===== config.mk =====
export PLATFORM = sky130hd
export DESIGN_NAME = rst_sync_counter
export DESIGN_NICKNAME = d
export VERILOG_FILES = /design/src/rtl/rsc_pkg.sv /design/src/rtl/rst_sync.sv /design/src/rtl/rst_sync_counter.sv
export SDC_FILE = /design/constraint.sdc
export NUM_CORES = 1
export LEC_CHECK = 0
export BUFFER_PORTS_ARGS = -buffer_cell sky130_fd_sc_hd__buf_2
export CAP_MARGIN = 20
export CORE_MARGIN = 3
export CORE_UTILIZATION = 51
export DETAILED_ROUTE_END_ITERATION = 10
export PLACE_DENSITY = 0.86
export SETUP_SLACK_MARGIN = 0.1
export SLEW_MARGIN = 15
export SYNTH_ARGS = -nofsm -noshare
export SYNTH_HDL_FRONTEND = slang
export SYNTH_HIERARCHICAL = 1
export SYNTH_SLANG_ARGS = --single-unit

===== constraint.sdc =====
create_clock -name clk -period 2.6 [get_ports clk]
set_input_delay 0.13 -clock clk [delete_from_list [all_inputs] [get_ports clk]]
set_output_delay 0.13 -clock clk [all_outputs]
set_load 0.05 [all_outputs]

===== src/rtl/rsc_pkg.sv =====
// Shared constants and helpers for the reset-synchronised counter.
// Mode encodings, default sizes and the load clamp function.
package rsc_pkg;

  localparam int RSC_WRAP = 0;
  localparam int RSC_SAT  = 1;

  localparam int RSC_DEF_WIDTH  = 8;
  localparam int RSC_DEF_STAGES = 2;

  function automatic logic [31:0] rsc_clamp(
    input logic [31:0] v,
    input logic [31:0] max_v
  );
    return (v > max_v) ? max_v : v;
  endfunction

endpackage


===== src/rtl/rst_sync.sv =====
// Reset synchroniser: asynchronous assert, synchronous deassert.
// rst_sync_n rises SYNC_STAGES edges after rst_n is released.
module rst_sync
  import rsc_pkg::*;
#(
  parameter int SYNC_STAGES = RSC_DEF_STAGES
) (
  input  logic clk,
  input  logic rst_n,
  output logic rst_sync_n
);

  logic [SYNC_STAGES-1:0] sync_q;
  logic [SYNC_STAGES-1:0] sync_d;

  always_comb begin
    sync_d = {sync_q[SYNC_STAGES-2:0], 1'b1};
  end

  always_ff @(posedge clk or negedge rst_n) begin
    if (!rst_n) sync_q <= '0;
    else        sync_q <= sync_d;
  end

  assign rst_sync_n = sync_q[SYNC_STAGES-1];

endmodule


===== src/rtl/rst_sync_counter.sv =====
// Event/timebase counter behind an N-stage reset synchroniser.
// Define RSC_OVF_CNT_EN to add the saturating ovf_cnt output.
module rst_sync_counter
  import rsc_pkg::*;
#(
  parameter int          WIDTH       = RSC_DEF_WIDTH,
  parameter int          SYNC_STAGES = RSC_DEF_STAGES,
  parameter int unsigned MAX_VAL     = 2**WIDTH-1,
  parameter int unsigned RST_VAL     = 0,
  parameter int          SATURATE    = RSC_WRAP
`ifdef RSC_OVF_CNT_EN
  ,
  parameter int          OVF_W       = 4
`endif
) (
  input  logic             clk,
  input  logic             rst_n,
  input  logic             en,
  input  logic             up,
  input  logic             load,
  input  logic [WIDTH-1:0] load_val,
  input  logic             clr,
  output logic [WIDTH-1:0] count,
  output logic             tc,
`ifdef RSC_OVF_CNT_EN
  output logic [OVF_W-1:0] ovf_cnt,
`endif
  output logic             ready
);

  localparam logic [WIDTH-1:0] MAX_W = MAX_VAL[WIDTH-1:0];
  localparam logic [WIDTH-1:0] RST_W = RST_VAL[WIDTH-1:0];

  logic             rdy;
  logic [WIDTH-1:0] count_q, count_d;
  logic             tc_q, tc_d;
  logic [31:0]      clamp_w;
  logic             at_max, at_zero;

  rst_sync #(
    .SYNC_STAGES(SYNC_STAGES)
  ) u_rst_sync (
    .clk       (clk),
    .rst_n     (rst_n),
    .rst_sync_n(rdy)
  );

  assign clamp_w = rsc_clamp(32'(load_val), MAX_VAL);

  // Boundary compares happen before the step so nothing overflows
  always_comb begin
    count_d = count_q;
    tc_d    = 1'b0;
    at_max  = (count_q == MAX_W);
    at_zero = (count_q == '0);
    if (!rdy) begin
      count_d = RST_W;
    end else if (clr) begin
      count_d = RST_W;
    end else if (load) begin
      count_d = clamp_w[WIDTH-1:0];
    end else if (en) begin
      if (up) begin
        tc_d = at_max;
        if (!at_max)                count_d = count_q + WIDTH'(1);
        else if (SATURATE == RSC_WRAP) count_d = '0;
      end else begin
        tc_d = at_zero;
        if (!at_zero)               count_d = count_q - WIDTH'(1);
        else if (SATURATE == RSC_WRAP) count_d = MAX_W;
      end
    end
  end

  always_ff @(posedge clk or negedge rst_n) begin
    if (!rst_n) begin
      count_q <= RST_W;
      tc_q    <= 1'b0;
    end else begin
      count_q <= count_d;
      tc_q    <= tc_d;
    end
  end

  assign count = count_q;
  assign tc    = tc_q;
  assign ready = rdy;

`ifdef RSC_OVF_CNT_EN
  logic [OVF_W-1:0] ovf_q, ovf_d;

  always_comb begin
    ovf_d = ovf_q;
    if (rdy && clr)             ovf_d = '0;
    else if (tc_d && ovf_q != '1) ovf_d = ovf_q + OVF_W'(1);
  end

  always_ff @(posedge clk or negedge rst_n) begin
    if (!rst_n) ovf_q <= '0;
    else        ovf_q <= ovf_d;
  end

  assign ovf_cnt = ovf_q;
`endif

endmodule


After elaboration in Yosys (flattened, before gate mapping)

Cells that the tools add are included.

Bits in registers: 11
Input bits: 14
Word-level logic and storage cells: 20

Add/subtract/negate cells: 2
Equal/unequal tests: 2
Mux-type cells: 12
Reductions and logical operators: 1

Operators with widths:

| kind                  | number |
|---|---|
| $mux W8               | 7 |
| $add A8 B1 Y8 const B | 1 |
| $eq A8 B8 Y1 const B  | 1 |
| $logic_not A8 Y1      | 1 |
| $sub A8 B1 Y8 const B | 1 |
| $mux W1               | 5 |
| $ne A4 B4 Y1 const B  | 1 |

Logic depth before layout (Yosys ltp)

Word-level depth: 7
Gate-level depth with buffers: 6
Mapped depth without buffers: 6

Cells and area by module

Netlist, hierarchy kept.

Modules (own cells, without submodules):

| module           | times used | cells an instance | area an instance (um^2) | seq. area each (um^2) |
|---|---|---|---|---|
| rst_sync_counter | 1          | 104               | 823.3                   | 225.2 |
| rst_sync         | 1          | 3                 | 53.8                    | 50.0 |

Worst setup path after synthesis

No wires, ideal clock.

Kind: register to register
From: reg count_q[3], in the netlist count[3]
To: reg count_q[7], in the netlist count[7]
Setup time: 0.096 ns
Data arrival time: 2.138 ns
Slack: 0.366 ns
Stages on the path, launching flop included: 7
Path buffers: 2
Cells stage by stage: dfrtp_1 -> clkbuf_1 -> or4_1 -> buf_2 -> or4_1 -> and3_1 -> o32ai_2

Longest elaborated chain between the ends: 7
Elaborated cells between the ends (all ways): 11
Classes of those cells: add/sub: 2; eq/ne: 1; mux: 7; reduce/logical: 1

Ends and longest elaborated chain:

| item                                  | RTL line                                       | RTL |
|---|---|---|
| from (decl)                           | rst_sync_counter.sv:35                         | `logic [WIDTH-1:0] count_q, count_d;` |
| from (signal assigned)                | rst_sync_counter.sv:80                         | `count_q <= count_d;` |
| $sub A8 B1 Y8 (tied with other cells) | rst_sync_counter.sv:69                         | `if (!at_zero) count_d = count_q - WIDTH'(1);` |
| $mux W8 (on tied branches)            | rst_sync_counter.sv:69, rst_sync_counter.sv:65 |  |
| $mux W8 *                             | rst_sync_counter.sv:63                         | `if (up) begin` |
| $mux W8 *                             | rst_sync_counter.sv:62                         | `end else if (en) begin` |
| $mux W8 *                             | rst_sync_counter.sv:60                         | `end else if (load) begin` |
| $mux W8 *                             | rst_sync_counter.sv:58                         | `end else if (clr) begin` |
| $mux W8 *                             | rst_sync_counter.sv:56                         | `if (!rdy) begin` |

Mark *: on every way between the ends. The rest lies on a longest branch, timed or not. The select of a mux whose other input is x is not followed.
A chain may end at the register's enable or synchronous reset.

Worst setup path in the final report

From: reg count_q[0], in the netlist count[0]
To: reg count_q[2], in the netlist count[2]

Same word-level chain as after synthesis.

==> impl_metrics.tcl <==
set metrics [dict create \
    outcome "finished clean" \
    cts.htree.levels 1 \
    power_density_nw_per_um2 441 \
    die_w_microns 47.5 \
    drt-total-wl_microns 2250 \
    cts_root_buffer "clkbuf_4" \
    syn_area_per_cell_sq_um 8.20 \
    async_flop_share_pct 100 \
    path_class "flip-flop to flip-flop" \
    place_congestion 0.880 \
    portBuffers 23 \
    vias_per_cell 6.39 \
    fin_tns_setup_ps 0 \
    slew_viol_final 0 \
    hold_slack_ps 90.7 \
    synth_area_sq_um 877 \
    crit_arrival_ps 2350 \
    maxCapViolations 0 \
    hold_class "input pin to flip-flop" \
    drt-pass1-iter-count 4 \
    crit_path_start_kind "flip-flop" \
    dieArea_sq_um 2250 \
    nNetsFinal 144 \
    ctsResizeCount 0 \
    cts.sinks 11 \
    io_pins 24 \
    grt_max_degree 18 \
    grt_pass1_vias 856 \
    setup_viol 0 \
    fin_crit_sh_pct 82.4 \
    track_usage_pct 23.7 \
    most-common-layout-cells "23 x buf_2, 11 x dfrtp_1, 9 x a21oi_1" \
    fmax_mhz 467 \
    final_cell_count_no_fill 142 \
    synth_edf_count 0 \
    hpwl_microns 1610 \
    regArea_sq_um 275 \
    globalRouteOverflowTotal 0 \
    cts_tree "yes" \
    synth.ff_latch_count 11 \
    die_h_microns 47.5 \
    cts_buffers 3 \
    antenna_found_initial 0 \
    layout_commonest_cell "buf_2" \
    hold_viol_final 0 \
    total_power_mw 0.447 \
    netlist_instances 107 \
    min_period_ps 2140 \
    synthTopCellsByArea "dfrtp_1 31%, a21oi_1 5.1%, nor3b_1 5.1%, ha_1 4.3%, clkbuf_1 3.4%" \
    grt_pass1_wl_microns 3750 \
    antenna_left 0 \
    synthToLayoutAreaGrowth_pct 15.7 \
    antenna_cells 0 \
    multi_input_area_sq_um 556 \
    synth_cell_type_count 39 \
    syn_nets 124 \
    clk_pin_slew_ps 80 \
    cp-end-kind "flip-flop" \
    cp_max_fo 7 \
    wl_per_cell_microns 15.8 \
    clock_path_buffers 2 \
    initial_core_util_pct 56.3 \
    cp.required_ps 2810 \
    rsz0062_at_grt "false" \
    core-area_sq_um 1560 \
    drc 0 \
    yosys_warnings 6 \
    fillers 154 \
    worst_clock_skew_ps 4.29 \
    clk_latency_ps 280 \
    fp-row-count 14 \
    seq_area_frac_synth_pct 31.4 \
    vias 908 \
    ir_drop_mv 0.295 \
    leakage_nw 0.454 \
    synth.largest_area_cell "dfrtp_1" \
    synth.top_cell.area_share_pct 31.4 \
    post_cts_buffers 0 \
    place_inst 137 \
    synth_ff_type "dfrtp_1" \
    drtIter0Drc 19 \
    drive_above_1_share_pct 27.0 \
]
-- power by group --
| group | internal [mW] | leakage, nW | switching, mW |
|---|---|---|---|
| clock network | 0.0572 | 0.0177 | 0.0683 |
| registers | 0.178 | 0.146 | 0.0145 |
| logic | 0.0498 | 0.290 | 0.0791 |
| total | 0.285 | 0.454 | 0.162 |
-- flip-flops by register name (all words and copies together), names as in the netlist --
name and count:
count 8, tc 1, u_rst_sync/sync_q 2
-- layer usage --
layer  track usage [%]  wire length (microns)  vias to the layer above
li1                  -                      -                      430
met1              31.1                    981                      434
met2              38.2                   1050                       37
met3              2.63                    163                        7
met4              11.6                     51                        0
met5                 0                      0                        -
-- logic make-up after synthesis --
kind of cell    Yosys count  share of synthesized area (%)
mux                       1                           1.14
xor+xnor                  4                           4.00
fa+ha+maj                 3                           4.28
other cells               1                          0.428
buf+inv                  12                           5.28
flops                    11                           31.4
simple gates             46                           30.4
compound gates           29                           23.1
-- synth_stat cells (2+ instances only) --
| library cell | n |
|---|---|
| inv_1 | 3 |
| or2_2 | 2 |
| xor2_1 | 2 |
| nor3b_1 | 6 |
| ha_1 | 3 |
| nand4_1 | 2 |
| nor3_1 | 5 |
| o22ai_1 | 2 |
| clkbuf_1 | 8 |
| nand2b_1 | 4 |
| nand2_1 | 5 |
| o21a_1 | 2 |
| a21oi_1 | 9 |
| o21ai_0 | 4 |
| xnor2_1 | 2 |
| and3_1 | 3 |
| nor2_1 | 6 |
| or4_1 | 2 |
| dfrtp_1 | 11 |
| o32ai_1 | 3 |
| nand3_1 | 4 |
| a31oi_1 | 2 |
-- layout make-up --
type                            count  share of cell area, %
Multi-Input combinational cell     84                   54.7
Sequential cell                    11                   27.1
Timing Repair Buffer               24                   12.3
Clock buffer                        3                   2.22
Tap cell                           16                   1.97
Inverter                            3                   1.11
Clock inverter                      1                  0.493
-- critical path, cell delays in order (launching register included) --
cell and delay [ps]:
dfrtp_1 450, inv_1 180, ha_1 170, or3b_2 490, o21ba_2 260, a2111o_1 360, a21oi_1 150
-- repair_timing --
| action | 4_1_cts | 5_1_grt |
|---|---|---|
| endpoints found under the hold margin | 11 | 0 |
| setup endpoints to repair | 0 | 0 |
| hold buffers | 1 | 0 |
-- stage by stage --
| step | instance area, sq um | util (%) | worst slack, ps |
|---|---|---|---|
| 3_3_place_gp | 977 | 62.7 | 577 |
| 2_1_floorplan | 877 | - | 366 |
| 3_5_place_dp | 977 | 62.7 | 476 |
| 5_1_grt | 1010 | 65.1 | 367 |
| 6_report | 1010 | 65.1 | 457 |
| 4_1_cts | 1010 | 65.1 | 460 |
-- final timing paths --
kind / start / end / slack [ps] / cells past startpoint
worst max-delay path: count[0] / count[2] / 460 / 6
worst min-delay path: load_val[2] / count[2] / 90 / 3
worst max register to register: count[0] / count[2] / 460 / 6
worst min register to register: u_rst_sync/sync_q[0] / u_rst_sync/sync_q[1] / 360 / 0
max in group asynchronous: rst_n / count[4] / 2150 / 2
min in group asynchronous: rst_n / count[5] / 240 / 2
Power figures use the tool's default switching activity.
